--- config.mk ---
export PLATFORM = sky130hd
export DESIGN_NAME = ddr_tx_serializer
export DESIGN_NICKNAME = d
export VERILOG_FILES = /design/src/rtl/ddr_tx_serializer_pkg.sv /design/src/rtl/ddr_tx_serializer.sv
export SDC_FILE = /design/constraint.sdc
export NUM_CORES = 1
export LEC_CHECK = 0
export ABC_AREA = 0
export BUFFER_PORTS_ARGS = -buffer_cell sky130_fd_sc_hd__buf_2
export CAP_MARGIN = 20
export CELL_PAD_IN_SITES_DETAIL_PLACEMENT = 1
export CELL_PAD_IN_SITES_GLOBAL_PLACEMENT = 1
export CORE_MARGIN = 1.5
export CORE_UTILIZATION = 30
export CTS_BUF_LIST = sky130_fd_sc_hd__clkbuf_4 sky130_fd_sc_hd__clkbuf_8
export DETAILED_ROUTE_END_ITERATION = 8
export PLACE_DENSITY = 0.63
export REMOVE_ABC_BUFFERS = 1
export SYNTH_ARGS = -nofsm -noshare
export SYNTH_HDL_FRONTEND = slang
export SYNTH_SLANG_ARGS = --single-unit
export TNS_END_PERCENT = 5
--- constraint.sdc ---
create_clock -name clk -period 2 [get_ports clk]
set_input_delay 0.3 -clock clk [delete_from_list [all_inputs] [get_ports clk]]
set_output_delay 0.3 -clock clk [all_outputs]
set_load 0.02 [all_outputs]
--- src/rtl/ddr_tx_serializer_pkg.sv ---
// Shared types and constants for the DDR transmit serializer.
// Optional preamble selected by DDR_TX_PREAMBLE_EN (see ddr_tx_serializer.sv).
package ddr_tx_serializer_pkg;

    typedef enum logic [1:0] {
        ST_IDLE = 2'd0,
        ST_PRE  = 2'd1,
        ST_DATA = 2'd2,
        ST_POST = 2'd3
    } state_t;

    localparam int PRE_CYCLES     = 2;
    localparam int BITS_PER_CYCLE = 2;
    localparam int BYTE_CYCLES    = 4;

    // Bit pair for byte cycle k, MSB first: {byte[7-2k], byte[6-2k]}.
    function automatic logic [1:0] pair_at(input logic [7:0] b, input logic [1:0] k);
        logic [7:0] s;
        s = b << (BITS_PER_CYCLE * int'(k));
        return s[7:6];
    endfunction

endpackage

--- src/rtl/ddr_tx_serializer.sv ---
// Byte-to-DDR-pair serializer feeding the odp/odn/oen inputs of the DDR pad wrapper.
// Define DDR_TX_PREAMBLE_EN to insert a 2-cycle (0,1) preamble before every burst.
module ddr_tx_serializer
    import ddr_tx_serializer_pkg::*;
#(
    parameter logic IDLE_LVL = 1'b0
) (
    input  logic       clk,
    input  logic       rstn,
    input  logic [7:0] tx_data,
    input  logic       tx_valid,
    input  logic       tx_last,
    output logic       tx_ready,
    output logic       odp,
    output logic       odn,
    output logic       oen,
    output logic       busy,
    output logic       underrun
);

    state_t     r_state;
    logic [1:0] r_cnt;
    logic       r_starve;
    logic [7:0] r_shift;
    logic       r_shift_last;
    logic [7:0] r_hold;
    logic       r_hold_last;
    logic       r_hold_full;
    logic       r_odp;
    logic       r_odn;
    logic       r_oen;
    logic       r_underrun;

    state_t     w_state_next;
    logic [1:0] w_cnt_next;
    logic       w_starve_next;
    logic [7:0] w_shift_next;
    logic       w_shift_last_next;
    logic       w_load;
    logic       w_start;
    logic       w_odp_next;
    logic       w_odn_next;
    logic       w_oen_next;
    logic       w_underrun_next;
    logic       w_accept;

    assign w_accept = tx_valid & ~r_hold_full;

    // Pad outputs are computed for the state being entered, so they appear on the edge of the transition.
    always_comb begin
        w_state_next      = r_state;
        w_cnt_next        = r_cnt;
        w_starve_next     = r_starve;
        w_shift_next      = r_shift;
        w_shift_last_next = r_shift_last;
        w_load            = 1'b0;
        w_start           = 1'b0;
        w_odp_next        = IDLE_LVL;
        w_odn_next        = IDLE_LVL;
        w_oen_next        = 1'b1;
        w_underrun_next   = r_underrun;

        case (r_state)
            ST_IDLE: begin
                if (r_hold_full) begin
                    w_start         = 1'b1;
                    w_underrun_next = 1'b0;
                end
            end
`ifdef DDR_TX_PREAMBLE_EN
            ST_PRE: begin
                w_oen_next = 1'b0;
                if (r_cnt == 2'(PRE_CYCLES - 1)) begin
                    w_state_next               = ST_DATA;
                    w_cnt_next                 = 2'd0;
                    {w_odp_next, w_odn_next}   = pair_at(r_shift, 2'd0);
                end else begin
                    w_cnt_next = r_cnt + 2'd1;
                    w_odp_next = 1'b0;
                    w_odn_next = 1'b1;
                end
            end
`endif
            ST_DATA: begin
                w_oen_next = 1'b0;
                if (!r_starve && r_cnt != 2'(BYTE_CYCLES - 1)) begin
                    w_cnt_next               = r_cnt + 2'd1;
                    {w_odp_next, w_odn_next} = pair_at(r_shift, r_cnt + 2'd1);
                end else if (!r_starve && r_shift_last) begin
                    w_state_next = ST_POST;
                end else if (r_hold_full) begin
                    w_load                   = 1'b1;
                    w_starve_next            = 1'b0;
                    w_cnt_next               = 2'd0;
                    {w_odp_next, w_odn_next} = pair_at(r_hold, 2'd0);
                end else begin
                    w_starve_next   = 1'b1;
                    w_underrun_next = 1'b1;
                end
            end
            ST_POST: begin
                if (r_hold_full) begin
                    w_start = 1'b1;
                end else begin
                    w_state_next = ST_IDLE;
                end
            end
            default: w_state_next = ST_IDLE;
        endcase

        if (w_start) begin
            w_load        = 1'b1;
            w_cnt_next    = 2'd0;
            w_starve_next = 1'b0;
            w_oen_next    = 1'b0;
`ifdef DDR_TX_PREAMBLE_EN
            w_state_next  = ST_PRE;
            w_odp_next    = 1'b0;
            w_odn_next    = 1'b1;
`else
            w_state_next  = ST_DATA;
            {w_odp_next, w_odn_next} = pair_at(r_hold, 2'd0);
`endif
        end

        if (w_load) begin
            w_shift_next      = r_hold;
            w_shift_last_next = r_hold_last;
        end
    end

    always_ff @(posedge clk or negedge rstn) begin
        if (!rstn) begin
            r_state      <= ST_IDLE;
            r_cnt        <= 2'd0;
            r_starve     <= 1'b0;
            r_shift      <= 8'd0;
            r_shift_last <= 1'b0;
            r_hold       <= 8'd0;
            r_hold_last  <= 1'b0;
            r_hold_full  <= 1'b0;
            r_odp        <= IDLE_LVL;
            r_odn        <= IDLE_LVL;
            r_oen        <= 1'b1;
            r_underrun   <= 1'b0;
        end else begin
            r_state      <= w_state_next;
            r_cnt        <= w_cnt_next;
            r_starve     <= w_starve_next;
            r_shift      <= w_shift_next;
            r_shift_last <= w_shift_last_next;
            r_odp        <= w_odp_next;
            r_odn        <= w_odn_next;
            r_oen        <= w_oen_next;
            r_underrun   <= w_underrun_next;
            // Accept and load are exclusive: accept needs an empty holding register, load a full one.
            if (w_accept) begin
                r_hold      <= tx_data;
                r_hold_last <= tx_last;
                r_hold_full <= 1'b1;
            end else if (w_load) begin
                r_hold_full <= 1'b0;
            end
        end
    end

    assign tx_ready = ~r_hold_full;
    assign busy     = (r_state != ST_IDLE);
    assign odp      = r_odp;
    assign odn      = r_odn;
    assign oen      = r_oen;
    assign underrun = r_underrun;

endmodule

==> impl_results.md <==
* Syn Area/Cell at around 13 um2
* Starting Density at between 30% and 40%
* Period utilization at 92.3%
* Initial antenna violation count at 0
* Worst endpoint required time at between 2 and 2.5 ns
* Final setup violation count at 0
* Cell count of the worst reg-to-reg path at 5
* Initial drt markers at 9
* Share of cells above drive strength 1 at 40.5%
* Grt ovf at 0
* Fin. max-slew vios at 0
* FMAX at between 500 and 600 MHz
* Fin Setup TNS at 0 ns
* Post-synthesis cell area at between 1000 and 1500 um2
* Port Buf Inserts at 17
* Critical path origin: r_cnt[0]
* Die area at about 4600 um2
* Post-synthesis cell type count at 24
* Pleak at ~0.66 nW
* Site Rows at 23
* Vias at between 700 and 800
* Ys Warns at 0
* FF+latch count, synth at 28
* # Post-CTS Setup Buffers at 0
* Fin. Hold Viols at 0
* # hold bufs at CTS at 0
* Pre-antenna DRT Iters at 3
* Bufs on Longest Clock Path at 2
* DR vias/cell at 4.73
* DP HPWL at ~1.8 mm
* Largest net degree at the start of global routing at 29
* Chip Width at between 60 and 70 um
* PD cells at about 1600 nW/um2
* Final WL at around 2.5 mm
* Sequential fraction of the synthesis area at between 50% and 60%
* Cts repair resizes at 0
* End of the critical path: r_shift[6]
* # IOs at 18
* Clock skew at between 0.002 and 0.0025 ns
* Final GP Congestion at between 0.7 and 0.8
* Hold Path Class: in -> async
* Clk_lat worst skew at around 0.28 ns
* Root Buffer: clkbuf_8
* Max-cap viol count at 0
* Die Y at around 68 um
* VDD IR-drop max at a little over 0.5 mV
* First-pass GRT wire length at between 3 and 4 mm
* Max FO, Critical Path at 5
* Core area at 4000 um2
* H-tree depth at 1
* Antenna diode count at 0
* Num Clock Sinks at 28
* Post-layout minimum cycle time at 1.85 ns
* CTS tree: built
* Post-synthesis cell count at between 90 and 100
* Final hold slack at 0.0270 ns
* Clk slew on worst S/H paths at ~0.10 ns
* Vias in the first global route at between 800 and 900
* Worst slew pin tran at roughly 0.63 ns
* Critical path class: reg -> reg
* Area growth, synth to finish at 17.3%
* Unrepaired setup endpoints after global routing: no
* Worst setup EP type: flop
* Worst path arrival time at slightly above 2 ns
* Layout net count at about 130
* Worst r2r src: r_cnt[0]
* GR Util All Layers at between 10% and 20%
* Overall Power at ~2.4 mW
* Setup crit start kind: flop
* Status: completed
* Drt wl/cell at between 10 and 15 um
* R2R Setup Slk at roughly 0.15 ns
* Detail Route Antenna Nets at 0
* CTS Buf Count at 3
* Post-route DRC at 0
* R2R Path End: r_shift[6]
* Slew HR at around three fifths
-- placed cells by master (no fill, tap or decap), types with 2 or more instances in the layout --
master / count
a31oi_1: 2
mux4_2: 2
ha_1: 4
mux2_2: 17
o21ai_2: 2
dfrtp_1: 27
nand2_1: 6
buf_2: 17
a21oi_1: 8
inv_1: 6
clkbuf_8: 3
o21ai_0: 6
nor2b_1: 2
-- registers in the layout, indices dropped and copies added, names as in the netlist, 2 cells and up --
name     count
r_state      2
r_cnt        2
r_shift      8
r_hold       8
-- metal layers --
metal,up-vias,GRT usage (%),wire (um)
met5,-,0,0
met4,0,3.83,27
met3,5,3.00,83
met2,13,19.0,1190
met1,389,15.7,1150
li1,379,-,-
-- cell usage after synthesis --
| master | number | area [um2] |
|---|---|---|
| a31oi_1 | 2 | 12.5 |
| xnor2_1 | 1 | 8.76 |
| dfrtp_1 | 27 | 676 |
| and3_1 | 1 | 6.26 |
| mux2i_1 | 1 | 10.0 |
| nor2b_1 | 2 | 12.5 |
| o21ai_2 | 2 | 17.5 |
| o211ai_1 | 1 | 7.51 |
| o21ai_0 | 6 | 30.0 |
| nand2_1 | 6 | 22.5 |
| mux4_2 | 2 | 45.0 |
| ha_1 | 4 | 50.1 |
| inv_1 | 6 | 22.5 |
| nor2_1 | 1 | 3.75 |
| mux2_2 | 17 | 191 |
| and2b_1 | 1 | 7.51 |
| nor3b_2 | 1 | 12.5 |
| dfstp_2 | 1 | 26.3 |
| a31o_2 | 1 | 8.76 |
| a21oi_1 | 8 | 40.0 |
| a22o_1 | 1 | 8.76 |
| a21oi_4 | 1 | 16.3 |
| buf_2 | 2 | 10.0 |
| o21a_1 | 1 | 7.51 |
-- cell type report --
type	instances	area (um2)
Multi-Input combinational cell	60	519
Clock inverter	1	30.0
Clock buffer	3	41.3
Timing Repair Buffer	18	92.6
Sequential cell	28	702
Inverter	6	22.5
Tap cell	50	62.6
Fill cell	436	2530
-- power breakdown --
group          switching (mW)  leakage, nW  internal (mW)
clock                   0.184       0.0357          0.268
sequential              0.186        0.340          0.828
combinational           0.472        0.284          0.478
total                   0.841        0.659           1.57
-- per-stage QoR --
stage | instance area (um2) | util [%] | worst slack [ns] | std cells
3_3_place_gp | 1400 | 35.0 | 0.226 | 162
2_1_floorplan | 1240 | - | 0.328 | 94
5_1_grt | 1470 | 36.8 | 0.0204 | 166
4_1_cts | 1470 | 36.8 | 0.136 | 166
3_5_place_dp | 1400 | 35.0 | 0.173 | 162
6_report | 1470 | 36.8 | 0.155 | 166
-- worst min-delay path by stage --
stage,from,endpoint,slack (ns),cells past startpoint
final,rstn,r_hold_last,0.03,1
after floorplan,rstn,odn,0.004,0
after global routing,rstn,r_hold[5],0.07,1
after detailed placement,rstn,r_hold_last,0.36,1
after CTS,rstn,r_hold[5],0.05,1
after global placement,rstn,r_starve,0.36,1
-- cell families (layout without fill, tap and decap cells) --
| family | after synthesis | count (layout) | share of synthesized area (%) |
|---|---|---|---|
| XOR/XNOR | 1 | 1 | 0.699 |
| AND/OR/NAND/NOR | 12 | 12 | 5.19 |
| AO/OA/AOI/OAI | 23 | 23 | 11.9 |
| adder cells (fa/ha/maj) | 4 | 4 | 3.99 |
| multiplexers | 20 | 20 | 19.7 |
| flip-flops | 28 | 28 | 56.0 |
| buffers and inverters | 8 | 28 | 2.59 |
-- worst max-delay path, stage by stage (launching register included) --
cell and delay (ns):
dfrtp_1 0.47, ha_1 0.29, and2b_1 0.20, o21a_1 0.21, o21ai_2 0.21, mux2_2 0.36
(Power assumes the default switching activity.)
